<file path="config.mk">
export PLATFORM = sky130hd
export DESIGN_NAME = coef_sweep_sequencer
export DESIGN_NICKNAME = d
export VERILOG_FILES = /design/src/rtl/coef_sweep_sequencer_pkg.sv /design/src/rtl/coef_sweep_sequencer.sv
export SDC_FILE = /design/constraint.sdc
export NUM_CORES = 1
export LEC_CHECK = 0
export CORE_ASPECT_RATIO = 1.25
export CORE_MARGIN = 2
export CORE_UTILIZATION = 30
export CTS_CLUSTER_DIAMETER = 30
export DETAILED_ROUTE_END_ITERATION = 10
export GPL_ROUTABILITY_DRIVEN = 0
export GPL_TIMING_DRIVEN = 1
export MAX_ROUTING_LAYER = met4
export SLEW_MARGIN = 20
export SYNTH_ARGS = -nofsm -noshare
export SYNTH_HDL_FRONTEND = slang
export SYNTH_SLANG_ARGS = --single-unit
</file>
<file path="constraint.sdc">
create_clock -name clk -period 3.4 [get_ports clk]
set_input_delay 0.51 -clock clk [delete_from_list [all_inputs] [get_ports clk]]
set_output_delay 0.51 -clock clk [all_outputs]
set_load 0.02 [all_outputs]
</file>
<file path="src/rtl/coef_sweep_sequencer_pkg.sv">
// -----------------------------------------------------------------------------
// coef_sweep_sequencer_pkg
//   Shared definitions for the coefficient sweep sequencer. It holds the FSM
//   state encoding, the coefficient-select counter width and its three
//   landmark values:
//     CNTR_IDLE  - zero coefficients selected, no sweep
//     CNTR_FIRST - first coefficient set of a sweep
//     CNTR_LAST  - last coefficient set of a sweep
// -----------------------------------------------------------------------------
package coef_sweep_sequencer_pkg;

    localparam int CNTR_W = 3;

    localparam logic [CNTR_W-1:0] CNTR_IDLE  = 3'd0;
    localparam logic [CNTR_W-1:0] CNTR_FIRST = 3'd1;
    localparam logic [CNTR_W-1:0] CNTR_LAST  = 3'd6;

    typedef enum logic {
        ST_IDLE  = 1'b0,
        ST_SWEEP = 1'b1
    } state_e;

endpackage : coef_sweep_sequencer_pkg

</file>
<file path="src/rtl/coef_sweep_sequencer.sv">
// -----------------------------------------------------------------------------
// coef_sweep_sequencer
//   Accepts a signed sample triplet over a valid/ready handshake, holds it on
//   dp_d0..dp_d2 and steps the datapath coefficient select dp_cntr through
//   1..6. A new triplet may be taken on the cycle dp_cntr is 6, so sweeps can
//   run back to back with no gap. out_valid/out_idx/out_last trail dp_cntr by
//   one cycle so that they line up with the datapath's output register.
//
// Parameters
//   PD, P        integer / fractional bits of a sample (PDQP, PD+P bits wide)
//
// Ports
//   clk          clock, all state changes on its rising edge
//   rst          synchronous reset, active-high
//   in_valid     triplet offered on in_d0..in_d2
//   in_ready     triplet accepted this cycle (0 while rst is high)
//   in_d0..in_d2 incoming sample triplet
//   dp_d0..dp_d2 held triplet to the datapath
//   dp_cntr      coefficient select (0 = zero coefficients, 1..6 = sets)
//   busy         a sweep is in progress
//   out_valid    datapath registered outputs valid this cycle
//   out_idx      coefficient index (1..6) of those outputs
//   out_last     out_valid with out_idx == 6
//   frame_cnt    completed-sweep count, 16 bits, wraps; present only when
//                COEF_SWEEP_FRAME_CNT_EN is defined
// -----------------------------------------------------------------------------
module coef_sweep_sequencer
    import coef_sweep_sequencer_pkg::*;
#(
    parameter int PD = 4,
    parameter int P  = 9
) (
    input  logic                     clk,
    input  logic                     rst,
    input  logic                     in_valid,
    output logic                     in_ready,
    input  logic signed [PD+P-1:0]   in_d0,
    input  logic signed [PD+P-1:0]   in_d1,
    input  logic signed [PD+P-1:0]   in_d2,
    output logic signed [PD+P-1:0]   dp_d0,
    output logic signed [PD+P-1:0]   dp_d1,
    output logic signed [PD+P-1:0]   dp_d2,
    output logic [CNTR_W-1:0]        dp_cntr,
    output logic                     busy,
    output logic                     out_valid,
    output logic [CNTR_W-1:0]        out_idx,
`ifdef COEF_SWEEP_FRAME_CNT_EN
    output logic                     out_last,
    output logic [15:0]              frame_cnt
`else
    output logic                     out_last
`endif
);

    localparam int W = PD + P;

    state_e                state_q, state_d;
    logic [CNTR_W-1:0]     cntr_q, cntr_d;
    logic signed [W-1:0]   d0_q, d0_d;
    logic signed [W-1:0]   d1_q, d1_d;
    logic signed [W-1:0]   d2_q, d2_d;
    logic                  out_valid_q, out_valid_d;
    logic [CNTR_W-1:0]     out_idx_q, out_idx_d;
    logic                  out_last_q, out_last_d;

    logic                  can_accept;
    logic                  accept;

    // Ready depends only on registered state (and reset), never on in_valid.
    // cntr_q reaches CNTR_LAST only while sweeping, so no state term is needed.
    assign can_accept = (state_q == ST_IDLE) || (cntr_q == CNTR_LAST);
    assign accept     = in_valid && can_accept;

    always_comb begin
        // NOTE: every variable gets a default first so no path leaves it
        // unassigned; otherwise synthesis infers a latch.
        state_d = state_q;
        cntr_d  = cntr_q;
        d0_d    = d0_q;
        d1_d    = d1_q;
        d2_d    = d2_q;

        unique case (state_q)
            ST_IDLE: begin
                if (accept) begin
                    state_d = ST_SWEEP;
                    cntr_d  = CNTR_FIRST;
                end
            end
            ST_SWEEP: begin
                if (cntr_q != CNTR_LAST) begin
                    cntr_d = cntr_q + CNTR_W'(1);
                end else if (accept) begin
                    // Back-to-back sweep: restart with the new triplet.
                    cntr_d = CNTR_FIRST;
                end else begin
                    state_d = ST_IDLE;
                    cntr_d  = CNTR_IDLE;
                end
            end
            default: begin
                state_d = ST_IDLE;
                cntr_d  = CNTR_IDLE;
            end
        endcase

        if (accept) begin
            d0_d = in_d0;
            d1_d = in_d1;
            d2_d = in_d2;
        end

        // Mirror of the datapath output register: tags follow dp_cntr by one.
        out_valid_d = (state_q == ST_SWEEP);
        out_idx_d   = cntr_q;
        out_last_d  = (cntr_q == CNTR_LAST);
    end

    always_ff @(posedge clk) begin
        // NOTE: sequential state uses non-blocking assignments so every flop
        // samples the pre-edge value regardless of statement order.
        if (rst) begin
            state_q     <= ST_IDLE;
            cntr_q      <= CNTR_IDLE;
            d0_q        <= '0;
            d1_q        <= '0;
            d2_q        <= '0;
            out_valid_q <= 1'b0;
            out_idx_q   <= CNTR_IDLE;
            out_last_q  <= 1'b0;
        end else begin
            state_q     <= state_d;
            cntr_q      <= cntr_d;
            d0_q        <= d0_d;
            d1_q        <= d1_d;
            d2_q        <= d2_d;
            out_valid_q <= out_valid_d;
            out_idx_q   <= out_idx_d;
            out_last_q  <= out_last_d;
        end
    end

`ifdef COEF_SWEEP_FRAME_CNT_EN
    logic [15:0] frame_cnt_q, frame_cnt_d;

    // Counts each out_last pulse; natural 16-bit wrap from 0xFFFF to 0.
    always_comb begin
        frame_cnt_d = frame_cnt_q;
        if (out_last_q) begin
            frame_cnt_d = frame_cnt_q + 16'd1;
        end
    end

    always_ff @(posedge clk) begin
        if (rst) begin
            frame_cnt_q <= '0;
        end else begin
            frame_cnt_q <= frame_cnt_d;
        end
    end

    assign frame_cnt = frame_cnt_q;
`endif

    assign in_ready  = !rst && can_accept;
    assign busy      = (state_q == ST_SWEEP);
    assign dp_cntr   = cntr_q;
    assign dp_d0     = d0_q;
    assign dp_d1     = d1_q;
    assign dp_d2     = d2_q;
    assign out_valid = out_valid_q;
    assign out_idx   = out_idx_q;
    assign out_last  = out_last_q;

endmodule : coef_sweep_sequencer

</file>
==> results of run 1 <==
==> final timing paths <==
kind                            cells past startpoint               startpoint  slack, ns                     to
worst max-delay path                                3  dp_cntr[1]$_SDFFE_PP0P_       1.17               in_ready
worst min-delay path                                2    dp_d1[1]$_SDFFE_PP0P_       0.47  dp_d1[1]$_SDFFE_PP0P_
worst max register to register                      4  dp_cntr[1]$_SDFFE_PP0P_       1.70  dp_d0[8]$_SDFFE_PP0P_
worst min register to register                      2    dp_d1[1]$_SDFFE_PP0P_       0.47  dp_d1[1]$_SDFFE_PP0P_
==> cell type report <==
class	instances	area, um2
Clock buffer	6	82.6
Clock inverter	2	10.0
Fill cell	653	3500
Multi-Input combinational cell	139	1030
Sequential cell	48	961
Tap cell	87	109
Timing Repair Buffer	92	911
==> layout by cell type, fill, tap and decap left out, types with 2 or more instances in the layout <==
master	instances
clkdlybuf4s50_1	89
nand2b_1	78
a211oi_1	2
nor2_1	3
clkinv_2	2
nor2b_1	4
dfxtp_1	48
mux2i_1	40
buf_4	2
nand2_1	2
clkbuf_8	6
a21oi_1	5
==> power by group through the flow <==
stage               sequential (mW)  clock (mW)  combinational [mW]
floorplan                     0.671           0              0.0930
global placement              0.632           0               0.260
detailed placement            0.633           0               0.260
CTS                           0.620       0.367               0.262
global route                  0.625       0.384               0.277
finish                        0.619       0.351               0.257
==> worst reg2reg max path, cell delays in order (launching register included) <==
cell	delay, ns
dfxtp_1	0.49
nand3b_4	0.15
a21boi_4	0.16
buf_4	0.54
mux2i_1	0.29
==> metrics by stage <==
| stage | worst slack, ns | cell area [um2] | power (mW) | cells | utilization, % |
|---|---|---|---|---|---|
| CTS | 1.15 | 3100 | 1.25 | 374 | 47.0 |
| global placement | 1.25 | 3010 | 0.892 | 366 | 45.6 |
| floorplan | 1.68 | 2060 | 0.764 | 201 | - |
| global route | 1.06 | 3100 | 1.29 | 374 | 47.0 |
| detailed placement | 1.22 | 3010 | 0.893 | 366 | 45.6 |
| finish | 1.17 | 3100 | 1.23 | 374 | 47.0 |
==> state kept, by name, summed over array words and instances, names as in the netlist <==
register,cells
dp_d2,13
busy,1
dp_cntr,3
out_last,1
out_idx,3
out_valid,1
dp_d1,13
dp_d0,13
==> routing by layer <==
layer / vias up / wire [um] / part of all wire, % / global-route usage (%)
met1: 683 / 2150 / 49 / 16.8
li1: 816 / - / - / -
met4: 0 / 65 / 1.5 / 4.05
met3: 5 / 276 / 6.3 / 3.26
met5: - / 0 / 0 / -
met2: 54 / 1910 / 43 / 18.6
==> cell families after synthesis <==
| kind of cell | Yosys count | synth area share [%] |
|---|---|---|
| buffers and inverters | 14 | 3.82 |
| AND/OR/NAND/NOR | 90 | 27.4 |
| multiplexers | 40 | 19.4 |
| AO/OA/AOI/OAI | 9 | 2.73 |
| flip-flops | 48 | 46.6 |
==> results.toml, run 1 <==
[placed_design]
post-dp-hpwl_mm = 3.00
port_buffers = 90

[finish]
share_of_final_layout_standard_cells_stronger_than_drive_strength_1_pct = 4.53
area_growth_pct = 50.5
fin_nets = 328
ant_cells = 0

[floorplanning]
num_io_pins = 91
dieArea_um2 = 7560
std_cell_rows = 33
die_h_um = 96.7
floorplan.die.width_um = 78.2
standard_cell_core_area_um2 = 6610
floorplan.initialDensity_pct = 31.2

[detailed_routing]
route.vias.total = 1558
detail_route.wl_per_cell_um = 11.8
route.detailed.vias_per_inst = 4.17
drc_errors = 0
initialDrtViolationCount = 46
detail_route.first_pass.iterations = 4
routed_wirelength_mm = 4.40
postRouteAntennaNets = 0

[outcome]
run_status = "completed"

[sta]
worst-slew-pin-transition_ns = 0.664
final_tns_setup_ns = 0
finClkSkew_ns = 0.00254
finalCriticalPeriod_ns = 2.23
finalSetupViolations = 0
final_max_slew_viol_count = 0
post-route-period-util_pct = 65.6
timing.final.hold_violations = 0
slew_headroom_pct = 55.7
rsz0062_at_grt = "no"
fin_hold_ws_ns = 0.470
timing.fmax_mhz = 448

[global_routing]
grt_pass1_vias = 1575
groute.usage.overall_pct = 12.6
largest_net_degree_at_the_start_of_global_routing = 88
grt_first_pass_wirelength_mm = 7.49
number_of_antenna_violations_at_the_first_check_in_global_routing = 0
overflow = 0

[setup_path]
path_max_fanout = 8
slowest_stage = "clkdlybuf4s50_1"
timing.critical_path.cells = "nand3b_4 > a21oi_1 > clkdlybuf4s50_1"
path_class = "reg -> out"
timing.critical_path.slowest_cell_delay_ns = 0.63
worst_setup_path_end_kind = "output pin"
cp.buffers_inverters = 1
setup_crit_start_kind = "flop"
path_delay_family = "buffers and inverters"
cp_data_arrival_time_ns = 1.72
cp.required_ns = 2.89

[synth]
synthDistinctLibCells = 17
synth.net_count = 243
asyncSetResetFlopFracSynth_pct = 0
synth_top_area_share_pct = 46.6
synthesis.yosys.warnings = 0
syn-mean-instance-area_um2 = 10.3
synth_top_area_cell = "dfxtp_1"
seq_area_frac_synth_pct = 46.6
synth.top_cells.by_area = "dfxtp_1, nand2b_1, mux2i_1"
synth-edff-count = 0
yosys-top-cells-count = "nand2b_1, dfxtp_1, mux2i_1, clkbuf_1, a21oi_1"
yosys_most_used_dff = "dfxtp_1"
ys_seq_elements = 48
synthesis.area_um2 = 2060
synth_most_common_cell = "nand2b_1"
post_synth_inst_count = 201

[clock_tree]
postCtsResizedCells = 0
ctsRootBufferMaster = "clkbuf_8"
clockBufferDepth = 2
ctsHtreeMaxLevel = 2
cts_num_sinks = 48
cts_hold_buffers = 0
clkTransAtPathRegs_ns = 0.09
tritoncts = "built"
clkLatencyLatePin_ns = 0.29
tritoncts.num_buffers = 5
postCtsSetupRepairBufs = 0

[power]
power.net_switching_uw = 320
power.leakage_nw = 1.19
power_density_nw_per_um2 = 395
vdd_drop_max_mv = 0.176
power_frac_clock_pct = 28.6
internal_power_uw = 907
power.share.combinational_pct = 21.0
pwr-share-seq_pct = 50.4
switching_share_pct = 26.0

[flow_run]
cap_violations = 0

[min_path]
holdCritPathClass = "reg -> reg"
(Power assumes the default switching activity.)
==> run 2, diff against run 1 <==
Clock period 3.4 ns to 1.8 ns, I/O delays scaled along.
==> run 2 against run 1 <==
Effect of this change: critical path depth shrank 1; register-to-register slack lost 1.2 ns; core utilization grew 2.0 points.
==> results.toml, run 2 (synthesized netlist as in run 1, its figures left out) <==
[outcome]
run_status = "completed"

[sta]
final_tns_setup_ns = 0
finClkSkew_ns = 0.00803
finalCriticalPeriod_ns = 1.71
timing.final.hold_violations = 0
finalSetupViolations = 0
final_max_slew_viol_count = 0
slew_headroom_pct = 59.6
timing.fmax_mhz = 584
rsz0062_at_grt = "no"
worst-slew-pin-transition_ns = 0.606
post-route-period-util_pct = 95.2

[finish]
area_of_combinational_cells_with_multiple_inputs_um2 = 1030
share_of_final_layout_standard_cells_stronger_than_drive_strength_1_pct = 6.48
final_cells = 380
ant_cells = 0
fillers = 613
layout_common_cells = "clkdlybuf4s50_1, nand2b_1, dfxtp_1"
fin_nets = 334
area_growth_pct = 57.0
layout.cells.most_common = "clkdlybuf4s50_1"
seqCellArea_um2 = 961

[power]
vdd_drop_max_mv = 0.388
power_density_nw_per_um2 = 845
power.leakage_nw = 1.26
post-layout-total-power_mw = 2.73

[detailed_routing]
route.vias.total = 1595
route.detailed.vias_per_inst = 4.20
initialDrtViolationCount = 72
detail_route.wl_per_cell_um = 12.1
detail_route.first_pass.iterations = 4
drc_errors = 0
postRouteAntennaNets = 0
routed_wirelength_mm = 4.58

[clock_tree]
clkLatencyLatePin_ns = 0.30
clkTransAtPathRegs_ns = 0.09
cts_hold_buffers = 0
ctsHtreeMaxLevel = 2
tritoncts = "built"
postCtsSetupRepairBufs = 0
clockBufferDepth = 2
tritoncts.num_buffers = 5
cts_num_sinks = 48
ctsRootBufferMaster = "clkbuf_8"

[min_path]
holdCritPathClass = "reg -> reg"
timing.hold.worst_path_depth = 2
holdCritStartpoint = "dp_d2[0]$_SDFFE_PP0P_"

[setup_path]
path_class = "reg -> out"
worst_setup_path_end_kind = "output pin"
setup_crit_start_kind = "flop"
path_max_fanout = 7
critical_path.startpoint = "dp_cntr[1]$_SDFFE_PP0P_"
r2r_setup_slack_ns = 0.55
timing.critical_path.cells = "buf_4 > clkdlybuf4s50_1"
rr_worst_depth = 4
timing.critical_path.slowest_cell_delay_ns = 0.60
slowest_stage = "clkdlybuf4s50_1"
critical_register_to_register_path_startpoint = "dp_cntr[2]$_SDFFE_PP0P_"
cp_data_arrival_time_ns = 1.44
cp.required_ns = 1.53

[placed_design]
post-dp-hpwl_mm = 3.12
port_buffers = 90
dp_cells = 372

[floorplanning]
standard_cell_core_area_um2 = 6610
die_h_um = 96.7
std_cell_rows = 33
floorplan.initialDensity_pct = 31.2
floorplan.die.width_um = 78.2
num_io_pins = 91
dieArea_um2 = 7560

[global_routing]
grt_first_pass_wirelength_mm = 7.49
number_of_antenna_violations_at_the_first_check_in_global_routing = 0
largest_net_degree_at_the_start_of_global_routing = 88
groute.usage.overall_pct = 12.6
overflow = 0
grt_pass1_vias = 1585

[flow_run]
cap_violations = 0
-- run 2: cell count changes in the layout (fill, tap and decap cells not counted) --
cell,delta
buf_12,+2
clkinv_2,-2
bufinv_16,+3
buf_4,+4
clkbuf_8,-1
dlygate4sd2_1,+1
clkdlybuf4s50_1,-1
-- run 2: through the flow --
step | utilization (%) | hold slack (ns) | setup slack [ns] | area, um2
final | 49.0 | 0.474 | 0.0863 | 3240
after global routing | 49.0 | 0.492 | 0.0319 | 3240
after CTS | 49.0 | 0.478 | 0.0688 | 3240
after detailed placement | 46.6 | 0.462 | 0.187 | 3080
after global placement | 46.6 | 0.457 | 0.209 | 3080
after floorplan | - | 0.387 | 0.366 | 2060
-- run 2: final timing paths --
check,endpoint
hold reg to reg,dp_d2[0]$_SDFFE_PP0P_
setup / recovery,dp_cntr[1]
setup reg to reg,dp_d0[3]$_SDFFE_PP0P_
hold / removal,dp_d2[0]$_SDFFE_PP0P_
-- run 2: cell type report --
type                    instances  share of cell area [%]
multi-input cells             139                    31.8
repair buffers                 98                    30.3
flip-flops and latches         48                    29.7
clock inverters                 3                    2.78
well taps                      87                    3.36
clock buffers                   5                    2.13
-- run 2: power breakdown --
part / switching [mW] / internal, mW / leakage (nW)
clock: 0.364 / 0.695 / 0.0784
sequential: 0.0334 / 1.13 / 0.394
combinational: 0.221 / 0.295 / 0.786
total: 0.618 / 2.12 / 1.26
-- run 2: worst max-delay path, delay by kind of cell (launching register included) --
family	cells	cell delay, ns
flip-flops	1	0.38
buffers and inverters	2	0.77
-- run 2: repair_timing --
item / in CTS / in global routing
gates resized for setup: 1 / 0
setup endpoints to repair: 1 / 0
endpoints found under the hold margin: 0 / 0
-- run 2: layer usage --
metal | global-route usage [%] | part of all wire, % | up-vias
met5 | - | 0 | -
met3 | 3.36 | 6.4 | 4
met2 | 19.8 | 45 | 55
met4 | 4.05 | 0.83 | 0
met1 | 15.9 | 47 | 708
li1 | - | - | 828
==> run 3, diff against run 2 <==
Settings changed: RECOVER_POWER set to 25.
==> run 3 against run 2 <==
Effect of this change: final cell count stayed put; first-iteration DRC count fell by 2.8%; total power about the same; global-route usage unchanged; flip-flop and latch count unchanged; die area is the same; maximum frequency is the same; sequential power barely moved; clock skew did not move; core utilization decreased by 0.057 points; critical path type unchanged; critical endpoint unchanged; largest power group unchanged; highest routed layer unchanged.
==> results.toml, run 3 (synthesized netlist as in run 1, its figures left out) <==
[power]
internal_power_mw = 2.12
vdd_drop_max_mv = 0.388
power.net_switching_uw = 618
power_frac_clock_pct = 38.7
power.leakage_nw = 1.25
switching_share_pct = 22.6
power_density_nw_per_um2 = 846
power.share.combinational_pct = 18.9
pwr-share-seq_pct = 42.4

[setup_path]
slowest_stage = "clkdlybuf4s50_1"
worst_setup_path_end_kind = "output pin"
path_class = "reg -> out"
path_max_fanout = 7
setup_crit_start_kind = "flop"
timing.critical_path.cells = "buf_4 > clkdlybuf4s50_1"
cp.required_ns = 1.53
cp_data_arrival_time_ns = 1.44
timing.critical_path.slowest_cell_delay_ns = 0.60

[sta]
timing.final.hold_violations = 0
final_max_slew_viol_count = 0
rsz0062_at_grt = "no"
final_tns_setup_ns = 0
worst-slew-pin-transition_ns = 1.20
slew_headroom_pct = 20.3
finalCriticalPeriod_ns = 1.71
finalSetupViolations = 0
fin_hold_ws_ns = 0.474
post-route-period-util_pct = 95.2
finClkSkew_ns = 0.00803
timing.fmax_mhz = 584

[placed_design]
placed_standard_cell_area_um2 = 3080
post-dp-hpwl_mm = 3.12
dp_cells = 372
port_buffers = 90

[detailed_routing]
detail_route.first_pass.iterations = 4
initialDrtViolationCount = 70
route.detailed.vias_per_inst = 4.19
postRouteAntennaNets = 0
detail_route.wl_per_cell_um = 12.1
route.vias.total = 1594
routed_wirelength_mm = 4.58
drc_errors = 0

[global_routing]
number_of_antenna_violations_at_the_first_check_in_global_routing = 0
overflow = 0
groute.usage.overall_pct = 12.6
largest_net_degree_at_the_start_of_global_routing = 88
grt_first_pass_wirelength_mm = 7.49
grt_pass1_vias = 1585

[clock_tree]
clockBufferDepth = 2
clkTransAtPathRegs_ns = 0.09
tritoncts.num_buffers = 5
cts_num_sinks = 48
ctsHtreeMaxLevel = 2
clkLatencyLatePin_ns = 0.30
cts_hold_buffers = 0
ctsRootBufferMaster = "clkbuf_8"
tritoncts = "built"

[finish]
layout.cells.most_common = "clkdlybuf4s50_1"
fin_nets = 334
area_growth_pct = 56.9
fin_area_um2 = 3230
final_cells = 380
share_of_final_layout_standard_cells_stronger_than_drive_strength_1_pct = 6.14
ant_cells = 0
post-route-util_pct = 49.0
layout_common_cells = "clkdlybuf4s50_1, nand2b_1, dfxtp_1"
fillers = 611

[floorplanning]
std_cell_rows = 33
dieArea_um2 = 7560
num_io_pins = 91
floorplan.initialDensity_pct = 31.2
standard_cell_core_area_um2 = 6610
die_h_um = 96.7
floorplan.die.width_um = 78.2

[outcome]
run_status = "completed"

[min_path]
holdCritPathClass = "reg -> reg"

[flow_run]
cap_violations = 0
-- run 3: changes by cell type in the layout (fill, tap and decap cells not counted), sizes merged --
cell,delta
buf,-2
clkbuf,+2
-- run 3: cell type report --
| cell class | instances | area (um2) | share of cell area (%) |
|---|---|---|---|
| well taps | 87 | 109 | 3.37 |
| flip-flops and latches | 48 | 961 | 29.7 |
| clock inverters | 3 | 90.1 | 2.79 |
| clock buffers | 5 | 68.8 | 2.13 |
| multi-input cells | 139 | 1030 | 31.8 |
| repair buffers | 98 | 976 | 30.2 |
-- run 3: power groups by stage --
stage / clock [mW] / sequential (mW) / combinational [mW]
finish: 1.06 / 1.16 / 0.517
global route: 1.14 / 1.17 / 0.555
CTS: 1.09 / 1.16 / 0.524
detailed placement: 0 / 1.19 / 0.523
global placement: 0 / 1.18 / 0.522
floorplan: 0 / 1.27 / 0.176
-- run 3: path summary, 6_finish.rpt --
kind,to,slack (ns),startpoint,cells after the start
worst max-delay path,dp_cntr[1],0.09,dp_cntr[1]$_SDFFE_PP0P_,2
worst min-delay path,dp_d2[0]$_SDFFE_PP0P_,0.47,dp_d2[0]$_SDFFE_PP0P_,2
worst max register to register,dp_d0[3]$_SDFFE_PP0P_,0.55,dp_cntr[2]$_SDFFE_PP0P_,4
worst min register to register,dp_d2[0]$_SDFFE_PP0P_,0.47,dp_d2[0]$_SDFFE_PP0P_,2
-- run 3: layer usage --
metal | wire length (um) | GRT usage, %
met5 | 0 | -
met4 | 38 | 4.05
met3 | 295 | 3.36
met2 | 2080 | 19.8
met1 | 2170 | 15.9
-- run 3: stage by stage --
step	setup slack, ns	power, mW
after floorplan	0.366	1.44
after global placement	0.209	1.71
after detailed placement	0.187	1.71
after CTS	0.0688	2.78
after global routing	0.0319	2.86
final	0.0863	2.73
-- run 3: what timing repair did --
action,CTS,global route
resized for setup,1,0
setup endpoints to repair,1,0
setup buffers,0,0
-- run 3: critical path: cells and delay by family (launching register included) --
| family | cells | cell delay [ns] |
|---|---|---|
| flops | 1 | 0.38 |
| buf+inv | 2 | 0.77 |
